===== src/rtl/stack_cmd_sequencer_if.sv =====
// Request/response and stack-side bus of the stack command sequencer.
// The sequencer connects through the slave modport; the requester/stack side uses master.
interface stack_cmd_sequencer_if #(
    parameter int unsigned DATA_W  = 4,
    parameter int unsigned IDX_W   = 3,
    parameter int unsigned DEPTH_W = 3
);
    logic               req_valid;
    logic               req_ready;
    logic [1:0]         req_op;
    logic [DATA_W-1:0]  req_data;
    logic [IDX_W-1:0]   req_index;
    logic               rsp_valid;
    logic [DATA_W-1:0]  rsp_data;
    logic               rsp_err;
    logic [1:0]         command;
    logic [IDX_W-1:0]   index;
    logic [DATA_W-1:0]  stk_dout;
    logic               stk_doe;
    logic [DATA_W-1:0]  stk_din;
    logic [DEPTH_W-1:0] depth;
    logic               full;
    logic               empty;

    modport master (
        output req_valid, req_op, req_data, req_index, stk_din,
        input  req_ready, rsp_valid, rsp_data, rsp_err, command, index,
               stk_dout, stk_doe, depth, full, empty
    );

    modport slave (
        input  req_valid, req_op, req_data, req_index, stk_din,
        output req_ready, rsp_valid, rsp_data, rsp_err, command, index,
               stk_dout, stk_doe, depth, full, empty
    );
endinterface


===== src/rtl/stack_cmd_sequencer.sv =====
// Upstream sequencer for the 5x4 structural stack: one COMMAND cycle per request, one-cycle response.
// Optional request guard (reject overflow/underflow/out-of-range GET) enabled by STACK_SEQ_GUARD_EN.
module stack_cmd_sequencer (
    input  logic                  clk,
    input  logic                  reset,
    stack_cmd_sequencer_if.slave  bus
);
    localparam int unsigned DEPTH_MAX = 5;
    localparam int unsigned DATA_W    = 4;
    localparam int unsigned IDX_W     = 3;
    localparam int unsigned DEPTH_W   = 3;

    localparam logic [1:0] OP_NOP  = 2'b00;
    localparam logic [1:0] OP_PUSH = 2'b01;
    localparam logic [1:0] OP_POP  = 2'b10;
    localparam logic [1:0] OP_GET  = 2'b11;

    localparam logic [1:0] S_IDLE  = 2'd0;
    localparam logic [1:0] S_ISSUE = 2'd1;
    localparam logic [1:0] S_RESP  = 2'd2;

    logic [1:0]         state_q,    state_d;
    logic [1:0]         op_q,       op_d;
    logic               ready_q,    ready_d;
    logic [1:0]         command_q,  command_d;
    logic [IDX_W-1:0]   index_q,    index_d;
    logic [DATA_W-1:0]  stk_dout_q, stk_dout_d;
    logic               stk_doe_q,  stk_doe_d;
    logic               rsp_valid_q, rsp_valid_d;
    logic [DATA_W-1:0]  rsp_data_q, rsp_data_d;
    logic               rsp_err_q,  rsp_err_d;
    logic [DEPTH_W-1:0] depth_q,    depth_d;
    logic               full_q;
    logic               empty_q;
    logic               reject_c;

`ifdef STACK_SEQ_GUARD_EN
    assign reject_c = ((bus.req_op == OP_PUSH) && full_q)
                   || ((bus.req_op == OP_POP) && empty_q)
                   || ((bus.req_op == OP_GET) && (bus.req_index >= IDX_W'(depth_q)));
`else
    assign reject_c = 1'b0;
`endif

    // Next state and next registered outputs
    always_comb begin
        state_d     = state_q;
        op_d        = op_q;
        ready_d     = 1'b0;
        command_d   = OP_NOP;
        index_d     = '0;
        stk_dout_d  = '0;
        stk_doe_d   = 1'b0;
        rsp_valid_d = 1'b0;
        rsp_data_d  = '0;
        rsp_err_d   = 1'b0;
        depth_d     = depth_q;

        case (state_q)
            S_IDLE: begin
                if (bus.req_valid && ready_q) begin
                    op_d = bus.req_op;
                    if (reject_c) begin
                        state_d     = S_RESP;
                        rsp_valid_d = 1'b1;
                        rsp_err_d   = 1'b1;
                    end else begin
                        state_d   = S_ISSUE;
                        command_d = bus.req_op;
                        index_d   = bus.req_index;
                        if (bus.req_op == OP_PUSH) begin
                            stk_doe_d  = 1'b1;
                            stk_dout_d = bus.req_data;
                        end
                    end
                end else begin
                    ready_d = 1'b1;
                end
            end
            S_ISSUE: begin
                state_d     = S_RESP;
                rsp_valid_d = 1'b1;
                if ((op_q == OP_POP) || (op_q == OP_GET)) begin
                    rsp_data_d = bus.stk_din;
                end
                // Depth saturates; the stack itself wraps on push-at-full
                if ((op_q == OP_PUSH) && (depth_q != DEPTH_W'(DEPTH_MAX))) begin
                    depth_d = depth_q + DEPTH_W'(1);
                end else if ((op_q == OP_POP) && (depth_q != '0)) begin
                    depth_d = depth_q - DEPTH_W'(1);
                end
            end
            S_RESP: begin
                state_d = S_IDLE;
                ready_d = 1'b1;
            end
            default: begin
                state_d = S_IDLE;
                ready_d = 1'b1;
            end
        endcase
    end

    // State and output registers
    always_ff @(posedge clk) begin
        if (reset) begin
            state_q     <= S_IDLE;
            op_q        <= OP_NOP;
            ready_q     <= 1'b1;
            command_q   <= OP_NOP;
            index_q     <= '0;
            stk_dout_q  <= '0;
            stk_doe_q   <= 1'b0;
            rsp_valid_q <= 1'b0;
            rsp_data_q  <= '0;
            rsp_err_q   <= 1'b0;
            depth_q     <= '0;
            full_q      <= 1'b0;
            empty_q     <= 1'b1;
        end else begin
            state_q     <= state_d;
            op_q        <= op_d;
            ready_q     <= ready_d;
            command_q   <= command_d;
            index_q     <= index_d;
            stk_dout_q  <= stk_dout_d;
            stk_doe_q   <= stk_doe_d;
            rsp_valid_q <= rsp_valid_d;
            rsp_data_q  <= rsp_data_d;
            rsp_err_q   <= rsp_err_d;
            depth_q     <= depth_d;
            full_q      <= (depth_d == DEPTH_W'(DEPTH_MAX));
            empty_q     <= (depth_d == '0);
        end
    end

    assign bus.req_ready = ready_q;
    assign bus.command   = command_q;
    assign bus.index     = index_q;
    assign bus.stk_dout  = stk_dout_q;
    assign bus.stk_doe   = stk_doe_q;
    assign bus.rsp_valid = rsp_valid_q;
    assign bus.rsp_data  = rsp_data_q;
    assign bus.rsp_err   = rsp_err_q;
    assign bus.depth     = depth_q;
    assign bus.full      = full_q;
    assign bus.empty     = empty_q;
endmodule


===== src/flat_wrapper.sv =====
// flat-port wrapper written by rule: the top's interface ports become plain ports
module stack_cmd_sequencer_flat 
  (clk, reset, bus_req_valid, bus_req_op, bus_req_data, bus_req_index, bus_stk_din, bus_req_ready, bus_rsp_valid, bus_rsp_data, bus_rsp_err, bus_command, bus_index, bus_stk_dout, bus_stk_doe, bus_depth, bus_full, bus_empty);
  stack_cmd_sequencer_if bus_i ();
  input  logic clk;
  input  logic reset;
  input wire logic [$bits(bus_i.req_valid)-1:0] bus_req_valid;
  input wire logic [$bits(bus_i.req_op)-1:0] bus_req_op;
  input wire logic [$bits(bus_i.req_data)-1:0] bus_req_data;
  input wire logic [$bits(bus_i.req_index)-1:0] bus_req_index;
  input wire logic [$bits(bus_i.stk_din)-1:0] bus_stk_din;
  output wire logic [$bits(bus_i.req_ready)-1:0] bus_req_ready;
  output wire logic [$bits(bus_i.rsp_valid)-1:0] bus_rsp_valid;
  output wire logic [$bits(bus_i.rsp_data)-1:0] bus_rsp_data;
  output wire logic [$bits(bus_i.rsp_err)-1:0] bus_rsp_err;
  output wire logic [$bits(bus_i.command)-1:0] bus_command;
  output wire logic [$bits(bus_i.index)-1:0] bus_index;
  output wire logic [$bits(bus_i.stk_dout)-1:0] bus_stk_dout;
  output wire logic [$bits(bus_i.stk_doe)-1:0] bus_stk_doe;
  output wire logic [$bits(bus_i.depth)-1:0] bus_depth;
  output wire logic [$bits(bus_i.full)-1:0] bus_full;
  output wire logic [$bits(bus_i.empty)-1:0] bus_empty;
  assign bus_i.req_valid = bus_req_valid;
  assign bus_i.req_op = bus_req_op;
  assign bus_i.req_data = bus_req_data;
  assign bus_i.req_index = bus_req_index;
  assign bus_i.stk_din = bus_stk_din;
  assign bus_req_ready = bus_i.req_ready;
  assign bus_rsp_valid = bus_i.rsp_valid;
  assign bus_rsp_data = bus_i.rsp_data;
  assign bus_rsp_err = bus_i.rsp_err;
  assign bus_command = bus_i.command;
  assign bus_index = bus_i.index;
  assign bus_stk_dout = bus_i.stk_dout;
  assign bus_stk_doe = bus_i.stk_doe;
  assign bus_depth = bus_i.depth;
  assign bus_full = bus_i.full;
  assign bus_empty = bus_i.empty;
  stack_cmd_sequencer u_core (.clk(clk), .reset(reset), .bus(bus_i));
endmodule

===== config.mk =====
export PLATFORM = sky130hd
export DESIGN_NAME = stack_cmd_sequencer_flat
export DESIGN_NICKNAME = d
export VERILOG_FILES = /design/src/rtl/stack_cmd_sequencer_if.sv /design/src/rtl/stack_cmd_sequencer.sv /design/src/flat_wrapper.sv
export SDC_FILE = /design/constraint.sdc
export NUM_CORES = 1
export LEC_CHECK = 0
export ABC_AREA = 1
export CORE_UTILIZATION = 45
export DETAILED_ROUTE_END_ITERATION = 7
export PLACE_DENSITY = 0.82
export SLEW_MARGIN = 20
export SYNTH_ARGS = -nofsm -noshare
export SYNTH_HDL_FRONTEND = slang
export SYNTH_SLANG_ARGS = --single-unit

===== constraint.sdc =====
create_clock -name clk -period 4.35 [get_ports clk]
set_clock_uncertainty 0.2 [all_clocks]
set_input_delay 0.435 -clock clk [delete_from_list [all_inputs] [get_ports clk]]
set_output_delay 0.435 -clock clk [all_outputs]
set_load 0.03 [all_outputs]

==> results by group <==
Yosys
  – Ranking of synthesized cells by area: dfxtp_1 (50%), inv_1 (10%), nand2_1 (5.7%)
  – Synth cell count leaders: inv_1 (27), dfxtp_1 (25), nand2_1 (15)
  – Post-synthesis cell area: 992 um2
  – Syn avg cell area: between 8 and 9 um2
  – Synth unique cells: 22
  – Async S/R FF share, synth: 0
  – Yosys warnings: 0
  – Post-synthesis adder-cell area fraction: 0.0504
  – Post-Syn Instances: around 120
  – Post-synthesis mux area share: 0
  – Sequential fraction of the synthesis area: 0.504
  – Post-synthesis compound-gate area fraction: 0.0277
  – Synth Flop Type: dfxtp_1
  – Number of synthesized flops with an enable pin: 0
  – Synthesized net count: 135
  – Xor and xnor fraction of the mapped netlist area: 0
  – FF+latch count, synth: 25
  – Main combinational cell family by area after synthesis: simple AND/OR/NAND/NOR gates
  – Synth top area share: 0.504
  – Top-count cell post-synth: inv_1
  – Dominant cell type by area after synthesis: dfxtp_1
  – Post-Synth Simple-Gate Area: 0.296

Power
  – PwrDens: 289 nW/um2
  – Gate power share: 0.161
  – Sw Pwr: ~0.00010 W
  – IR Drop Worst-Case VDD: approximately 0.00018 V
  – Clock power share: 0.244
  – P_int: 0.000302 W
  – Net Sw Frac: 0.257
  – Leak: between 0.6 and 0.7 nW
  – Sequential power share: 0.595
  – Total power: between 0.0004 and 0.0005 W

Timing
  – Final Cycle Share: 0.478
  – Setup TNS: 0 ps
  – Max Slew Vio Count: 0
  – Final Critical Period: 2080 ps
  – Peak Freq: slightly below 0.5 GHz
  – Fin. Hold Viols: 0
  – RSZ-0062 raised after global routing: no
  – Final setup vio count: 0

Worst setup path
  – Crit start category: flop
  – WP buf/inv: 1
  – Max FO, Critical Path: 5
  – Critical Path End Type: primary output
  – CP arrival: between 1000 and 1500 ps
  – Critical-path cell list: clkdlybuf4s50_1
  – Slowest stage delay, CP: 700 ps
  – Required @ worst endpoint: between 3000 and 4000 ps
  – Crit path max-delay family: buffers and inverters
  – Critical path type: reg -> out
  – CP max-delay cell: clkdlybuf4s50_1

Job
  – Max-cap check violation count: 0

Floorplanning
  – Starting Density: 0.491
  – Row count: 16
  – Die ar.: 2400 um2
  – Die Width: slightly below 50 um
  – Core area: a little over 2000 um2
  – Ports: 38
  – Die span in y: between 40 and 50 um

GRT
  – Largest net degree at the start of global routing: 14
  – Vias in the first global route: slightly above 800
  – Initial antenna violation count: 0
  – GRT Total Usage: 0.181
  – Gr ovfl total: 0
  – First-pass GRT wire length: about 3.4 mm

CTS
  – CTS Root Cell: clkbuf_4
  – CTS max path bufs: 2
  – H-tree Lvls: 1
  – Cts repair resizes: 0
  – Cts bufs inserted: 3
  – CTS tree: built
  – CTS clk-pin slew, worst paths: about 130 ps
  – Post-CTS Setup Repair Bufs: 0
  – Num Clock Sinks: 25
  – Hold-fix buffers, CTS: 0
  – Clk Latency, worst-skew pair: approximately 310 ps

Routing
  – DRC errors left: 0
  – Remaining antenna violation count: 0
  – 1st-iter DRT viols: 12
  – Total number of vias: around 800
  – Final wirelength: 1.89 mm
  – Routed wire per std cell: 10.4 um
  – Drt first pass iters: 4
  – Vias/cell: approximately 4.4

Layout
  – Finished Core Util: 0.695
  – Share of layout cells above drive strength 1: 0.149
  – Syn-to-layout area delta: 41.6%
  – Post-route cell area: between 1000 and 1500 um2
  – Number of diodes: 0
  – Final nets: 175

Run status
  – Status: finished, final reports clean

Placement
  – DP Area: ~1400 um2
  – Placer congestion estimate: 0.856
  – DP HPWL: around 1.6 mm
  – Port bufs: 36

Worst hold path
  – Min-delay worst type: reg -> reg
## power by group through the flow
stage                     registers, W  clock network [W]  logic (W)
final                         0.000241          0.0000990  0.0000654
after global routing          0.000243           0.000112  0.0000713
after CTS                     0.000241           0.000101  0.0000656
after detailed placement      0.000247                  0  0.0000654
after global placement        0.000246                  0  0.0000634
after floorplan               0.000257                  0  0.0000261
## metal layers
layer	GRT usage	vias to the layer above	part of all wire	wire length (um)
li1	-	417	-	-
met1	0.209	362	0.43	818
met2	0.329	24	0.50	945
met3	0.0374	2	0.059	111
met4	0.0588	0	0.0074	14
met5	0	-	0	0
## area by class of cell
cell class / instances / area, um2
fill: 169 / 617
sequential: 25 / 500
multi-input combinational: 60 / 375
timing repair buffer: 36 / 360
inverter: 29 / 109
tap: 27 / 33.8
clock buffer: 4 / 26.3
## final timing paths
check	startpoint	end	slack, ps	depth (start not counted)
min reg2reg	u_core.state_q[0]	u_core.bus.req_ready	290	1
max reg2reg	u_core.bus.depth[0]	u_core.bus.empty	2480	12
min	u_core.state_q[0]	u_core.bus.req_ready	290	1
max	u_core.bus.depth[0]	bus_depth[0]	2270	1
## cells by family (layout without fill, tap and decap cells)
| group | Yosys count | in the layout |
|---|---|---|
| compound gates | 5 | 5 |
| fa+ha+maj | 4 | 4 |
| buf+inv | 30 | 69 |
| flops | 25 | 25 |
| other cells | 1 | 1 |
| simple gates | 50 | 50 |
## state kept, by name, summed over array words and instances, names as in the netlist
name,cells
u_core.bus.index,3
u_core.bus.command,2
u_core.bus.full,1
u_core.bus.empty,1
u_core.state_q,2
u_core.bus.depth,3
u_core.op_q,2
u_core.bus.stk_doe,1
u_core.bus.rsp_data,4
u_core.bus.stk_dout,4
u_core.bus.req_ready,1
u_core.bus.rsp_valid,1
## cells in the final DEF, fill, tap and decap left out, types with 3 or more instances in the layout
cell type         n
clkdlybuf4s50_1  36
inv_1            27
dfxtp_1          25
nand2_1          15
nor2_1           12
nor2_2            6
nand2_2           4
ha_1              4
nand4_1           3
clkbuf_4          3
## stage by stage
stage,cells,hold WS [ps],setup slack (ps)
3_3_place_gp,177,259,2560
4_1_cts,181,301,2260
6_report,181,290,2270
3_5_place_dp,177,284,2510
5_1_grt,181,345,2190
2_1_floorplan,115,245,2460
No activity file was read; power rests on OpenSTA's default activity.
